**src/rtl/ldpc_frame_writer.sv**
```systemverilog
// ldpc_frame_writer: writes an incoming LLR stream into two ping-pong banks
// of the LLR memory, tracks which banks hold complete frames and hands them
// to the decoder in commit order. Short and long frames are flagged and
// never exposed to the decoder.
module ldpc_frame_writer #(
    parameter int DATA_WIDTH = 8,
    parameter int ADDR_WIDTH = 8,
    parameter int FRAME_LEN  = 200,
    parameter int START_ADDR = 0
) (
    input  logic                  clk,
    input  logic                  reset,
    input  logic                  in_valid,
    output logic                  in_ready,
    input  logic [DATA_WIDTH-1:0] in_data,
    input  logic                  in_last,
    output logic                  wr_en,
    output logic                  wr_bank,
    output logic [ADDR_WIDTH-1:0] wr_addr,
    output logic [DATA_WIDTH-1:0] wr_data,
    output logic                  frame_valid,
    output logic                  frame_bank,
    input  logic                  frame_ack,
    output logic                  frame_err,
    output logic [15:0]           frame_count
);

    localparam logic [ADDR_WIDTH-1:0] START_A  = ADDR_WIDTH'(START_ADDR);
    localparam logic [ADDR_WIDTH-1:0] LAST_IDX = ADDR_WIDTH'(FRAME_LEN - 1);

    typedef enum logic [1:0] {
        ST_WAIT_BANK = 2'd0,
        ST_WRITE     = 2'd1,
        ST_DROP      = 2'd2
    } state_t;

    state_t                state_q, state_d;
    logic [ADDR_WIDTH-1:0] idx_q, idx_d;
    logic                  wr_ptr_q, wr_ptr_d;
    logic                  rd_ptr_q, rd_ptr_d;
    logic [1:0]            bank_full_q, bank_full_d;
    logic                  commit_pend_q, commit_pend_d;
    logic                  commit_bank_q, commit_bank_d;
    logic                  wr_en_q, wr_en_d;
    logic                  wr_bank_q, wr_bank_d;
    logic [ADDR_WIDTH-1:0] wr_addr_q, wr_addr_d;
    logic [DATA_WIDTH-1:0] wr_data_q, wr_data_d;
    logic                  frame_err_q, frame_err_d;
    logic [15:0]           frame_count_q, frame_count_d;

    logic accept;
    logic release_fire;

    assign in_ready     = ~reset & ((state_q == ST_WRITE) | (state_q == ST_DROP));
    assign accept       = in_valid & in_ready;
    assign release_fire = frame_ack & bank_full_q[rd_ptr_q];

    // Per-bank fill flag: set when a pending commit lands (one cycle after the
    // final write is issued), cleared when the decoder releases it.
    generate
        for (genvar gi = 0; gi < 2; gi++) begin : g_bank
            localparam logic BANK_ID = (gi == 1);
            always_comb begin
                bank_full_d[gi] = (bank_full_q[gi] & ~(release_fire & (rd_ptr_q == BANK_ID)))
                                | (commit_pend_q & (commit_bank_q == BANK_ID));
            end
        end
    endgenerate

    // Writer FSM, write-port staging and commit bookkeeping.
    always_comb begin
        state_d       = state_q;
        idx_d         = idx_q;
        wr_ptr_d      = wr_ptr_q;
        rd_ptr_d      = rd_ptr_q ^ release_fire;
        commit_pend_d = 1'b0;
        commit_bank_d = commit_bank_q;
        wr_en_d       = 1'b0;
        wr_bank_d     = wr_bank_q;
        wr_addr_d     = wr_addr_q;
        wr_data_d     = wr_data_q;
        frame_err_d   = 1'b0;
        frame_count_d = frame_count_q + (commit_pend_q ? 16'd1 : 16'd0);

        case (state_q)
            ST_WAIT_BANK: begin
                // Bank flags already include this cycle's release.
                if (!bank_full_d[wr_ptr_q]) state_d = ST_WRITE;
            end
            ST_WRITE: begin
                if (accept) begin
                    wr_en_d   = 1'b1;
                    wr_bank_d = wr_ptr_q;
                    wr_addr_d = START_A + idx_q;
                    wr_data_d = in_data;
                    if (idx_q == LAST_IDX) begin
                        idx_d = '0;
                        if (in_last) begin
                            commit_pend_d = 1'b1;
                            commit_bank_d = wr_ptr_q;
                            wr_ptr_d      = ~wr_ptr_q;
                            state_d       = bank_full_d[~wr_ptr_q] ? ST_WAIT_BANK : ST_WRITE;
                        end else begin
                            // Too long: discard the remainder up to in_last.
                            frame_err_d = 1'b1;
                            state_d     = ST_DROP;
                        end
                    end else if (in_last) begin
                        // Too short: restart the same bank from the top.
                        frame_err_d = 1'b1;
                        idx_d       = '0;
                    end else begin
                        idx_d = idx_q + 1'b1;
                    end
                end
            end
            ST_DROP: begin
                if (accept && in_last) state_d = ST_WRITE;
            end
            default: state_d = ST_WRITE;
        endcase
    end

    // State registers with synchronous reset.
    always_ff @(posedge clk) begin
        if (reset) begin
            state_q       <= ST_WRITE;
            idx_q         <= '0;
            wr_ptr_q      <= 1'b0;
            rd_ptr_q      <= 1'b0;
            bank_full_q   <= 2'b00;
            commit_pend_q <= 1'b0;
            commit_bank_q <= 1'b0;
            wr_en_q       <= 1'b0;
            wr_bank_q     <= 1'b0;
            wr_addr_q     <= '0;
            wr_data_q     <= '0;
            frame_err_q   <= 1'b0;
            frame_count_q <= 16'd0;
        end else begin
            state_q       <= state_d;
            idx_q         <= idx_d;
            wr_ptr_q      <= wr_ptr_d;
            rd_ptr_q      <= rd_ptr_d;
            bank_full_q   <= bank_full_d;
            commit_pend_q <= commit_pend_d;
            commit_bank_q <= commit_bank_d;
            wr_en_q       <= wr_en_d;
            wr_bank_q     <= wr_bank_d;
            wr_addr_q     <= wr_addr_d;
            wr_data_q     <= wr_data_d;
            frame_err_q   <= frame_err_d;
            frame_count_q <= frame_count_d;
        end
    end

    assign wr_en       = wr_en_q;
    assign wr_bank     = wr_bank_q;
    assign wr_addr     = wr_addr_q;
    assign wr_data     = wr_data_q;
    assign frame_err   = frame_err_q;
    assign frame_count = frame_count_q;
    assign frame_valid = bank_full_q[rd_ptr_q];
    assign frame_bank  = rd_ptr_q;

endmodule

```
**config.mk**
```make
export PLATFORM = sky130hd
export DESIGN_NAME = ldpc_frame_writer
export DESIGN_NICKNAME = d
export VERILOG_FILES = /design/src/rtl/ldpc_frame_writer.sv
export SDC_FILE = /design/constraint.sdc
export NUM_CORES = 1
export LEC_CHECK = 0
export BUFFER_PORTS_ARGS = -buffer_cell sky130_fd_sc_hd__buf_4
export CAP_MARGIN = 10
export CORE_MARGIN = 3
export CORE_UTILIZATION = 45
export CTS_BUF_LIST = sky130_fd_sc_hd__clkbuf_4
export DETAILED_ROUTE_END_ITERATION = 6
export GPL_TIMING_DRIVEN = 0
export PLACE_DENSITY = 0.71
export SLEW_MARGIN = 20
export SYNTH_ARGS = -nofsm -noshare
export SYNTH_HDL_FRONTEND = slang
export SYNTH_SLANG_ARGS = --single-unit
```
**constraint.sdc**
```tcl
create_clock -name clk -period 3.3 [get_ports clk]
set_input_delay 0.33 -clock clk [delete_from_list [all_inputs] [get_ports clk]]
set_output_delay 0.33 -clock clk [all_outputs]
set_load 0.02 [all_outputs]
```
==> run summary <==
## Status
- outcome: finished clean

## Logic synthesis
- top cells by area in the synthesized netlist: sky130_fd_sc_hd__dfxtp_1, sky130_fd_sc_hd__nand2_1, sky130_fd_sc_hd__xor2_1
- mapped cell area: 0.00215 mm^2
- count of yosys warnings during synthesis: 0
- #FFs+latches synth: 51
- average size of a mapped cell: 8.97 um^2
- cell type contributing the most total cell area after synthesis: sky130_fd_sc_hd__dfxtp_1
- cell count after synthesis: 240
- proportion of netlist area held by the largest area contributor: 0.474
- unique cell type count in the Yosys netlist: 36
- Mapped Nets: 261
- portion of the post-synthesis area used by sequential elements: 0.474

## Critical path
- kind of start point of the critical path: flop
- slowest cell on the critical path: sky130_fd_sc_hd__dfxtp_1
- Worst setup EP type: flop
- maximum net fanout on the critical path: 7
- worst path arrival time: 2410 ps
- category of the critical setup timing path: flop to flop
- worst path cell trace: ha_1, nand4b_4, nor4b_4, a31oi_1, a211oi_2, mux2i_1
- CP Data Required Time: 3590 ps
- delay contributed by the slowest stage of the critical path: 490 ps

## Timing
- fmax: 472 MHz
- post-layout min period: 2120 ps
- aggregate negative setup slack: 0 ps
- max-slew violation count: 0
- Final Skew: 9.99 ps
- number of failing setup endpoints in the final timing report: 0
- relative max-transition margin: 0.550
- Final Cycle Share: 0.642
- number of hold-slack violations in the final timing report: 0
- Worst-Margin Slew: 666 ps
- setup repair after global routing missed its margin: false

## Clock network
- clock latency at the later pin of the worst-skew pair: 350 ps
- cell at the root of the clock tree: sky130_fd_sc_hd__clkbuf_4
- clk buf depth: 2
- clock-pin slew on the worst setup and hold paths: 140 ps
- number of H-tree levels: 2
- clk sinks: 51
- clock tree from TritonCTS: built
- hold_buf cts: 0
- post-CTS setup buffer count: 0
- total CTS buffers: 5
- CTS-repair resized insts: 0

## Global route
- via count of the first global-routing pass: 1643
- overall track demand over capacity in global routing: 0.164
- initial antenna violation count: 0
- pin count of the biggest net entering global routing: 15
- wire length of the first global-routing pass: 7270 um
- gr ovfl total: 0

## Floorplanning
- Die Area: 0.00565 mm^2
- core footprint: 0.00447 mm^2
- initial cell density of the core: 0.481
- I/O Pins: 51
- DIE WIDTH: 75.2 um
- site row count: 24
- Vert. Die Dim: 75.2 um

## Power
- worst ir drop on vdd: 0.000248 V
- Cell Pwr Density: 448 mW/mm^2
- Leak Pwr: 1.14 nW

## Placement
- gpl congestion: 0.770
- placed wire-length estimate after detailed placement: 3220 um
- PortBufs: 48

## Finish
- ant diodes: 0
- share of final-layout standard cells stronger than drive strength 1: 0.233
- Final Net Count: 316
- layout overhead on the synthesized area: 22.2%
- Layout Utilization: 0.588

## Flow run
- MaxCap Viol Count: 0

## Detailed routing
- violation count after the first detailed-routing iteration: 51
- via total after detailed routing: 1764
- final routed wirelength across all metal layers: 4270 um
- antenna-violating nets left: 0
- post-detailed-route via-to-cell ratio: 5.07
- Routed WL per cell: 12.3 um
- number of detailed-routing iterations run before antenna repair: 4
- Residual DRC: 0

## Min path
- worst min-delay path category: input port to flop

==> cell families after synthesis <==
kind of cell | count (synthesis) | synth area share
fa+ha+maj | 8 | 0.0465
simple gates | 107 | 0.246
buf+inv | 19 | 0.0442
xor+xnor | 21 | 0.0854
mux | 6 | 0.0291
flops | 51 | 0.474
compound gates | 28 | 0.0750
==> worst max-delay path: cells and delay by family, from the launching register on <==
kind	cells	cell delay, ps
multiplexers	1	230
AND/OR/NAND/NOR	2	510
AO/OA/AOI/OAI	2	470
flip-flops	1	490
adder cells (fa/ha/maj)	1	340
==> synth_stat cells <==
cell type	number
sky130_fd_sc_hd__dfxtp_1	51
sky130_fd_sc_hd__nand2_1	42
sky130_fd_sc_hd__nor2_1	32
sky130_fd_sc_hd__a21oi_1	20
sky130_fd_sc_hd__xor2_1	14
sky130_fd_sc_hd__inv_1	9
sky130_fd_sc_hd__ha_1	8
sky130_fd_sc_hd__nand3_1	7
sky130_fd_sc_hd__xnor2_1	7
sky130_fd_sc_hd__nand4_1	6
sky130_fd_sc_hd__and3_1	5
sky130_fd_sc_hd__clkbuf_1	5
sky130_fd_sc_hd__mux2i_1	4
sky130_fd_sc_hd__a22oi_1	2
sky130_fd_sc_hd__a31oi_1	2
sky130_fd_sc_hd__buf_2	2
sky130_fd_sc_hd__clkbuf_8	2
sky130_fd_sc_hd__mux2_2	2
sky130_fd_sc_hd__nor2b_1	2
sky130_fd_sc_hd__nor3_1	2
sky130_fd_sc_hd__a211oi_2	1
sky130_fd_sc_hd__a32oi_1	1
sky130_fd_sc_hd__and2_1	1
sky130_fd_sc_hd__and3_2	1
sky130_fd_sc_hd__and4_1	1
sky130_fd_sc_hd__clkbuf_2	1
sky130_fd_sc_hd__nand3_2	1
sky130_fd_sc_hd__nand4b_4	1
sky130_fd_sc_hd__nor2b_4	1
sky130_fd_sc_hd__nor4_1	1
sky130_fd_sc_hd__nor4b_1	1
sky130_fd_sc_hd__nor4b_4	1
sky130_fd_sc_hd__o21ai_0	1
sky130_fd_sc_hd__o21bai_1	1
sky130_fd_sc_hd__or2b_2	1
sky130_fd_sc_hd__or3_2	1
==> per-stage QoR <==
stage / cells / worst slack [ps] / hold WS (ps) / area (um^2) / power [mW]
3_5_place_dp: 340 / 1200 / 448 / 2580 / 0.926
3_3_place_gp: 340 / 1240 / 444 / 2580 / 0.922
4_1_cts: 348 / 1170 / 190 / 2630 / 1.19
6_report: 348 / 1180 / 196 / 2630 / 1.18
2_1_floorplan: 240 / 1330 / 463 / 2150 / 0.842
5_1_grt: 348 / 985 / 171 / 2630 / 1.24
==> cell usage in the layout, fill, tap and decap left out, drive strengths merged, types with 2 or more instances in the layout <==
cell type	netlist	routed
dfxtp	51	51
buf	2	50
nand2	42	42
nor2	32	32
a21oi	20	20
xor2	14	14
clkbuf	8	14
inv	9	9
ha	8	8
nand3	8	8
xnor2	7	7
nand4	6	6
and3	6	6
mux2i	4	4
nor2b	3	3
mux2	2	2
nor3	2	2
a22oi	2	2
a31oi	2	2
clkinv	0	2
nor4b	2	2
==> layer usage <==
layer	wire length, um	vias to the layer above	track usage
met1	1940	823	0.206
met5	0	-	0
met2	2090	35	0.274
met4	38	0	0.0427
li1	-	902	-
met3	209	4	0.0507
==> cell type report <==
cell class | instances | area [um^2]
Buffer | 10 | 61.3
Clock buffer | 6 | 45.0
Clock inverter | 2 | 7.51
Fill cell | 432 | 1840
Inverter | 9 | 33.8
Multi-Input combinational cell | 170 | 1040
Sequential cell | 51 | 1020
Tap cell | 52 | 65.1
Timing Repair Buffer | 48 | 360
==> power by group <==
part / switching, mW / leakage [nW] / internal [mW] / total (mW)
Sequential: 0.0167 / 0.412 / 0.644 / 0.661
Combinational: 0.150 / 0.697 / 0.0989 / 0.249
Clock: 0.180 / 0.0307 / 0.0877 / 0.268
==> registers in the layout, summed over array words and instances, names as in the netlist <==
| signal | count |
|---|---|
| idx_q | 8 |
| wr_ptr_q | 1 |
| wr_data | 8 |
| frame_count | 16 |
| commit_bank_q | 1 |
| state_q | 2 |
| wr_en | 1 |
| commit_pend_q | 1 |
| wr_bank | 1 |
| frame_bank | 1 |
| bank_full_q | 2 |
| wr_addr | 8 |
| frame_err | 1 |
==> worst paths after layout <==
path | to | slack (ps) | startpoint | cells past startpoint
worst max-delay path | state_q[1]$_SDFFE_PP0P_ | 1180 | idx_q[0]$_SDFFE_PP0P_ | 6
worst min-delay path | frame_count[1]$_SDFF_PP0_ | 200 | reset | 2
worst max register to register | state_q[1]$_SDFFE_PP0P_ | 1180 | idx_q[0]$_SDFFE_PP0P_ | 6
worst min register to register | wr_addr[0]$_SDFFE_PP0P_ | 460 | wr_addr[0]$_SDFFE_PP0P_ | 2
Note: power is estimated with default switching activity, not from simulation.
